<file path="config.mk">
export PLATFORM = sky130hd
export DESIGN_NAME = reg_bank32
export DESIGN_NICKNAME = d
export VERILOG_FILES = /design/src/rtl/reg_bank32.sv
export SDC_FILE = /design/constraint.sdc
export NUM_CORES = 2
export LEC_CHECK = 0
export CORE_MARGIN = 3
export CORE_UTILIZATION = 60
export DETAILED_ROUTE_END_ITERATION = 7
export DONT_BUFFER_PORTS = 1
export PLACE_DENSITY_LB_ADDON = 0.15
export SYNTH_ARGS = -nofsm -noshare
export SYNTH_HDL_FRONTEND = slang
export SYNTH_SLANG_ARGS = --single-unit
</file>
<file path="constraint.sdc">
create_clock -name clk -period 2.9 [get_ports clk]
set_input_delay 0.58 -clock clk [delete_from_list [all_inputs] [get_ports clk]]
set_output_delay 0.58 -clock clk [all_outputs]
set_load 0.03 [all_outputs]
</file>
<file path="src/rtl/reg_bank32.sv">
// Register bank feeding the ALU: two combinational read ports with write-through
// bypass, one synchronous write port, and registered carry/zero status flags.
module reg_bank32 #(
  parameter int DATA_W = 32,
  parameter int ADDR_W = 5
) (
  input  logic              clk,
  input  logic              rst_n,
  input  logic [ADDR_W-1:0] raddr1,
  input  logic [ADDR_W-1:0] raddr2,
  output logic [DATA_W-1:0] rdata1,
  output logic [DATA_W-1:0] rdata2,
  input  logic              we,
  input  logic [ADDR_W-1:0] waddr,
  input  logic [DATA_W-1:0] wdata,
  input  logic              flag_we,
  input  logic              iCarry,
  input  logic              iZero,
  output logic              oFlagC,
  output logic              oFlagZ
);

  localparam int DEPTH = 2 ** ADDR_W;

  // r0 has no storage; its reads are forced to zero below.
  logic [DATA_W-1:0] regs [1:DEPTH-1];
  logic              wr_ok;

  assign wr_ok = we && (waddr != '0);

  always_ff @(posedge clk or negedge rst_n) begin
    if (!rst_n) begin
      for (int unsigned i = 1; i < DEPTH; i++) begin
        regs[i] <= '0;
      end
    end else if (wr_ok) begin
      regs[waddr] <= wdata;
    end
  end

  always_ff @(posedge clk or negedge rst_n) begin
    if (!rst_n) begin
      oFlagC <= 1'b0;
      oFlagZ <= 1'b0;
    end else if (flag_we) begin
      oFlagC <= iCarry;
      oFlagZ <= iZero;
    end
  end

  // Bypass is not gated by reset, so a same-cycle write still shows while rst_n is low.
  always_comb begin
    rdata1 = '0;
    if (raddr1 != '0) begin
      if (wr_ok && (waddr == raddr1)) rdata1 = wdata;
      else                            rdata1 = regs[raddr1];
    end
  end

  always_comb begin
    rdata2 = '0;
    if (raddr2 != '0) begin
      if (wr_ok && (waddr == raddr2)) rdata2 = wdata;
      else                            rdata2 = regs[raddr2];
    end
  end

endmodule
</file>
# After elaboration in Yosys (flattened, before gate mapping)
# Cells that the tools add are included.
dict set report totals {
  memories 0
  wordCells 62
  ramBits 0
  romBits 0
  latch_bits 0
  input_bits 53
  register_bits 994
}
dict set report classes {
  addsub 0
  bitwise_logic 3
  multipliers 0
  mux 13
  eq_ne 2
  n_shift 0
  div_mod_pow 0
  order_cmp 4
  reduce_logical 7
}
# op count
set op_table {}
lappend op_table {{bitwise mux 992 bit} 1}
lappend op_table {{binary-select mux 32 bit (select 5 bit)} 2}
lappend op_table {{2-to-1 mux 32 bit} 9}
lappend op_table {{demux 32 bit (select 5 bit)} 1}
lappend op_table {{greater-or-equal comparator 6 bit, second input constant} 3}
lappend op_table {{inverter 5 -> 6 bit} 3}
lappend op_table {{nonzero test 5 bit} 3}
lappend op_table {{equality test 5 bit} 2}
lappend op_table {{less-than comparator 6 x 1 -> 1 bit, second input constant} 1}
lappend op_table {{logical AND 1 bit} 4}

# Longest topological paths before layout
dict set report depth {
  depth_word 6
  mapped_depth 10
}

# Least setup slack after synthesis
# No wires, ideal clock.
dict set report synth_timing {
  path_type {input port to output port}
  from {input waddr[2]}
  to {output rdata1[15]}
  stages 8
  arrival_ps 2500
  setup_slack_ps -180
  required_ps 2320
  path_cell_list {buf_2 xor2_1 nor4_2 a31o_2 buf_2 buf_2 nor2_1 nor3_1}
}
dict set report synth_between {
  elab_chain_cells 5
  word_cells_on_any_way 6
  cone_classes {eq/ne (1); mux (2); reduce/logical (3)}
}
# element line_no
set synth_rtl {}
lappend synth_rtl {{start: declaration} 14} ;# input logic [ADDR_W-1:0] waddr,
lappend synth_rtl {{nonzero test 5 bit} 29} ;# assign wr_ok = we && (waddr != '0);
lappend synth_rtl {{logical AND 1 bit} 29}
lappend synth_rtl {{logical AND 1 bit (*)} 55} ;# if (wr_ok && (waddr == raddr1)) rdata1 = wdata;
lappend synth_rtl {{2-to-1 mux 32 bit (*)} 55}
lappend synth_rtl {{2-to-1 mux 32 bit (*)} 54} ;# if (raddr1 != '0) begin
lappend synth_rtl {{end: declaration} 11} ;# output logic [DATA_W-1:0] rdata1,
# Mark *: on every way between the ends. The rest lies on a longest branch, timed or not.

# Final worst setup path
dict set report layout_timing {
  from {input raddr1[2]}
  to {output rdata1[0]}
}
dict set report layout_between {
  elab_chain_cells 6
  word_cells_on_any_way 9
  cone_classes {eq/ne (1); mux (5); bitwise (1); reduce/logical (2)}
}
# element line_no
set layout_rtl {}
lappend layout_rtl {{start: declaration} 9} ;# input logic [ADDR_W-1:0] raddr1,
lappend layout_rtl {{inverter 5 -> 6 bit (implied by the code)} 56} ;# else rdata1 = regs[raddr1];
lappend layout_rtl {{binary-select mux 32 bit (select 5 bit)} 56}
lappend layout_rtl {{2-to-1 mux 32 bit (implied by the code) (2 in series)} 56}
lappend layout_rtl {{2-to-1 mux 32 bit} 55}
lappend layout_rtl {{2-to-1 mux 32 bit (*)} 54}
# Mark *: on every way between the ends. The rest lies on a longest branch, timed or not. The select of a mux whose other input is x is not followed.

==> results <==
- The number of register bits inferred by synthesis is 994.
- The number of max-slew violations in the final report was 0.
- Data on the critical path is required at its endpoint by 2.32 ns.
- The final clock skew is 0 ns.
- The category of the worst setup path capture point is a primary output.
- The total of fill cells in the finished design is 5729.
- The most used flip-flop cell after synthesis is sky130_fd_sc_hd__dfrtp_1.
- The storage element area is 0.0249 mm^2.
- The number of I/O pins is 119.
- The final weighted congestion of routability-driven global placement is 0.907.
- The number of antenna violations at the first check in global routing is 4.
- The register clock-pin slew on the reported worst setup and hold paths is 0.06 ns.
- The worst setup slack after layout is -0.252 ns.
- The violation count after the first detailed-routing iteration is 3943.
- Counting flops with an async set or reset pin after synthesis yields a share of 100%.
- Setup repair after global routing could not meet its margin everywhere.
- The final reports fail on hold timing, setup timing.
- The iteration count of the initial detailed-routing pass is 5.
- The setup path with the least slack is of type in -> out.
- The share of the Yosys chip area taken by registers is 46.4%.
- Measured against its own limit, the worst slew margin works out to 18.1%.
- The tightest hold path in the finished design has a slack of -0.0857 ns.
- Summed over all instances, the cell type with the most area after synthesis is sky130_fd_sc_hd__dfrtp_1.
- Setup violations remaining at the end of the flow were counted as 63.
- The ratio of final minimum period to clock period is 109%.
- The H-tree was split into 3 levels.
- The latest clock arrival within the worst-skew pair is 0.67 ns.
- The category of cells accounting for the largest share of critical-path delay is simple AND/OR/NAND/NOR gates.
- The chip width is 305 um.
- The number of hold-slack violations in the final timing report came to 52.
- The placeable core region is 0.0877 mm^2.
- The tightest min-delay check is of the in -> async type.
- The total number of nets in the final design is 3744.
- On the critical path, the stage with the largest delay is an instance of sky130_fd_sc_hd__nor3_4.
- The detail-routed via count per cell is 7.42.
- Summed over all cells, the static leakage comes to 26.0 nW.
- The clock net in this run drives a total of 994 sinks.
- The count of unique library cells instantiated by Yosys is 46.
- After synthesis, the largest area contributor takes up 46.4% of total cell area.
- The worst supply voltage drop on vdd is 0.593 mV.
- The overflow left after global routing is 0.
- The sum of net half-perimeters after detailed placement is 99600 um.
- The worst path in the final design needs a cycle of 3.15 ns, including I/O delays and setup.
- The first-pass GRT wire length is 257000 um.
- The average wire length per cell after detail routing is 35.2 um.
- Timing analysis after detailed placement gives a worst setup slack of -0.190 ns.
- The TritonCTS clock tree is built.
- The worst setup path is launched from an input port.
- The multi-input logic area is 0.0281 mm^2.
- The mean instance size in the synthesized netlist is 14.4 um^2.
- The longest clock path from root to sink contains 3 buffers.
- The final route contains 36600 vias.
- The warning count from the yosys run is 0.
- The number of nets in the synthesized netlist is 3786.
- Including well taps, the total number of placed cells is 4695.
- Buffers inserted during clock tree synthesis total 106.
- The die is 305 um tall.
- The fmax is 317 MHz.
- Once the floorplan was initialized, standard cells occupied 61.1% of the core.
- Once detail routing completed, the nets flagged for antenna violations numbered 0.
- The cell at the root of the clock tree is sky130_fd_sc_hd__clkbuf_16.
- The maximum cell stage delay along the critical path is 0.43 ns.
- The critical-path maximum fanout is 111.
- Together, buffers and inverters on the worst path number 3.
- The total DRC errors in the routed layout is 0.
- The full die area is 0.0929 mm^2.
- From synthesis to final layout, the design area changed by 13.8%.
- Max-cap violations in this run came to 0.
- The site row count is 108.
- After detailed routing, the total wire length is 174000 um.
- Global routing used 37.4% of the available tracks across all layers.
- Once layout is complete, the cells apart from fillers number 4934.
- In this design, the critical path's most frequently occurring cell is sky130_fd_sc_hd__buf_4.
- The number of global-route vias before repair is 38300.
- The signal on the critical path passes through xor2_1 -> nor4_2 -> buf_4 -> a31oi_4 -> buf_4 -> and3_1 -> nor3_4 -> buf_6.
- The fraction of final layout cells sized beyond drive strength 1 is 56.0%.
- The mapped netlist covers 0.0536 mm^2.
- The signal arrival time at the worst endpoint is 2.57 ns.
- The post-synthesis instance total is 3733.
- During placement, the flow inserted port buffers numbering 0.
- In this run the power density over the cells is 698 mW/mm^2.
- The slew at the pin closest to its max-slew limit is 1.23 ns.
- Yosys mapped a number of flops with a built-in enable equal to 0.
- By area the synthesized netlist is led by sky130_fd_sc_hd__dfrtp_1 (46%), sky130_fd_sc_hd__mux2_2 (22%), sky130_fd_sc_hd__mux4_2 (18%), sky130_fd_sc_hd__mux2i_1 (2.8%), sky130_fd_sc_hd__clkbuf_1 (1.4%).
- The largest net degree at the start of global routing is 995.
- The run finished, with violations left.
-- final cells by class --
cell class	count	area share [%]
Sequential cell	994	40.8
Clock inverter	54	1.23
Multi-Input combinational cell	2326	46.1
Timing Repair Buffer	259	4.47
Clock buffer	139	4.97
Antenna cell	3	0.0123
Tap cell	1155	2.37
Inverter	4	0.0246
-- worst paths after layout --
path / startpoint / to / slack, ns / cells after the start
setup / recovery: raddr1[2] / rdata1[0] / -0.25 / 8
hold / removal: rst_n / regs[471]$_DFFE_PN0P_ / -0.09 / 1
setup reg to reg: regs[587]$_DFFE_PN0P_ / regs[587]$_DFFE_PN0P_ / 1.90 / 3
hold reg to reg: regs[958]$_DFFE_PN0P_ / regs[958]$_DFFE_PN0P_ / 0.52 / 2
max in group asynchronous: rst_n / regs[940]$_DFFE_PN0P_ / 1.23 / 2
min in group clk: wdata[30] / regs[542]$_DFFE_PN0P_ / 0.05 / 1
-- metrics by stage --
stage / utilization, % / power (mW) / instance area, um^2 / TNS, ns
floorplan: - / 24.8 / 53700 / -1.86
global placement: 63.5 / 26.3 / 55700 / -2.60
detailed placement: 63.5 / 26.9 / 55700 / -2.29
CTS: 68.7 / 42.0 / 60300 / -7.05
global route: 69.5 / 44.0 / 61000 / -8.64
finish: 69.5 / 42.5 / 61000 / -8.93
-- flip-flops by register name, indices dropped and copies added, names as in the netlist --
| signal | count |
|---|---|
| oFlagZ | 1 |
| oFlagC | 1 |
| regs | 992 |
-- Yosys cell counts (3+ instances only) --
library cell                  n
sky130_fd_sc_hd__xnor2_1      3
sky130_fd_sc_hd__nor3b_1      3
sky130_fd_sc_hd__xor2_1       7
sky130_fd_sc_hd__a211oi_1    16
sky130_fd_sc_hd__and3_1      19
sky130_fd_sc_hd__nand2b_1    30
sky130_fd_sc_hd__clkbuf_1   199
sky130_fd_sc_hd__o31ai_1     30
sky130_fd_sc_hd__buf_2      141
sky130_fd_sc_hd__mux4_2     417
sky130_fd_sc_hd__nand2_1     92
sky130_fd_sc_hd__nand3b_1     5
sky130_fd_sc_hd__inv_1        4
sky130_fd_sc_hd__nor2b_1      5
sky130_fd_sc_hd__nand3_1     19
sky130_fd_sc_hd__nor3_1      20
sky130_fd_sc_hd__mux2_2    1032
sky130_fd_sc_hd__buf_6        7
sky130_fd_sc_hd__mux2i_1    148
sky130_fd_sc_hd__nor2_1     102
sky130_fd_sc_hd__a22oi_1     64
sky130_fd_sc_hd__o2111a_1    14
sky130_fd_sc_hd__buf_1       36
sky130_fd_sc_hd__dfrtp_1    994
sky130_fd_sc_hd__a31oi_1     54
sky130_fd_sc_hd__o22ai_1     78
sky130_fd_sc_hd__nand4_1      4
sky130_fd_sc_hd__o221ai_1    14
sky130_fd_sc_hd__a221oi_1    30
sky130_fd_sc_hd__buf_4       25
sky130_fd_sc_hd__a22o_1      17
sky130_fd_sc_hd__o21ai_0     51
sky130_fd_sc_hd__a21oi_1     38
-- per-layer routing --
metal / part of all wire [%] / global-route usage (%)
met3: 11 / 12.0
met2: 45 / 55.8
met4: 5.5 / 18.2
met5: 0.025 / 0
met1: 38 / 50.0
-- layout by cell type (no fill, tap or decap), types with 27 or more instances in the layout --
cell type	Yosys	layout
sky130_fd_sc_hd__buf_6	7	30
sky130_fd_sc_hd__a221oi_2	0	28
sky130_fd_sc_hd__buf_4	25	178
sky130_fd_sc_hd__o31ai_1	30	28
sky130_fd_sc_hd__mux4_2	417	417
sky130_fd_sc_hd__o22ai_1	78	66
sky130_fd_sc_hd__nand2_1	92	74
sky130_fd_sc_hd__nand2b_1	30	27
sky130_fd_sc_hd__buf_12	0	43
sky130_fd_sc_hd__mux2i_1	148	138
sky130_fd_sc_hd__a22oi_1	64	39
sky130_fd_sc_hd__nor2_4	0	34
sky130_fd_sc_hd__mux2_2	1032	1032
sky130_fd_sc_hd__a31oi_1	54	38
sky130_fd_sc_hd__o21ai_0	51	46
sky130_fd_sc_hd__dfrtp_1	994	994
sky130_fd_sc_hd__clkinv_2	0	27
sky130_fd_sc_hd__nor2_1	102	56
sky130_fd_sc_hd__clkbuf_16	0	109
-- where the power goes --
| group | total (mW) | switching, mW | internal [mW] |
|---|---|---|---|
| registers | 18.7 | 2.10 | 16.6 |
| logic | 9.11 | 3.57 | 5.54 |
| clock network | 14.7 | 5.82 | 8.92 |
-- kinds of logic (layout without fill, tap and decap cells) --
family                 Yosys count  in the layout  synth area share, %
AND/OR/NAND/NOR                306            306                 2.63
buffers and inverters          413            456                 3.50
XOR/XNOR                        10             10                0.163
other                            0              3                    0
AO/OA/AOI/OAI                  413            413                 5.32
flip-flops                     994            994                 46.4
multiplexers                  1597           1597                 42.0
-- timing repair --
action	CTS	global route
buffers inserted	29	15
endpoints found under the hold margin	994	39
gates resized for setup	141	81
pin swaps	51	56
endpoints found under the setup margin	64	64
Power figures use the tool's default switching activity.
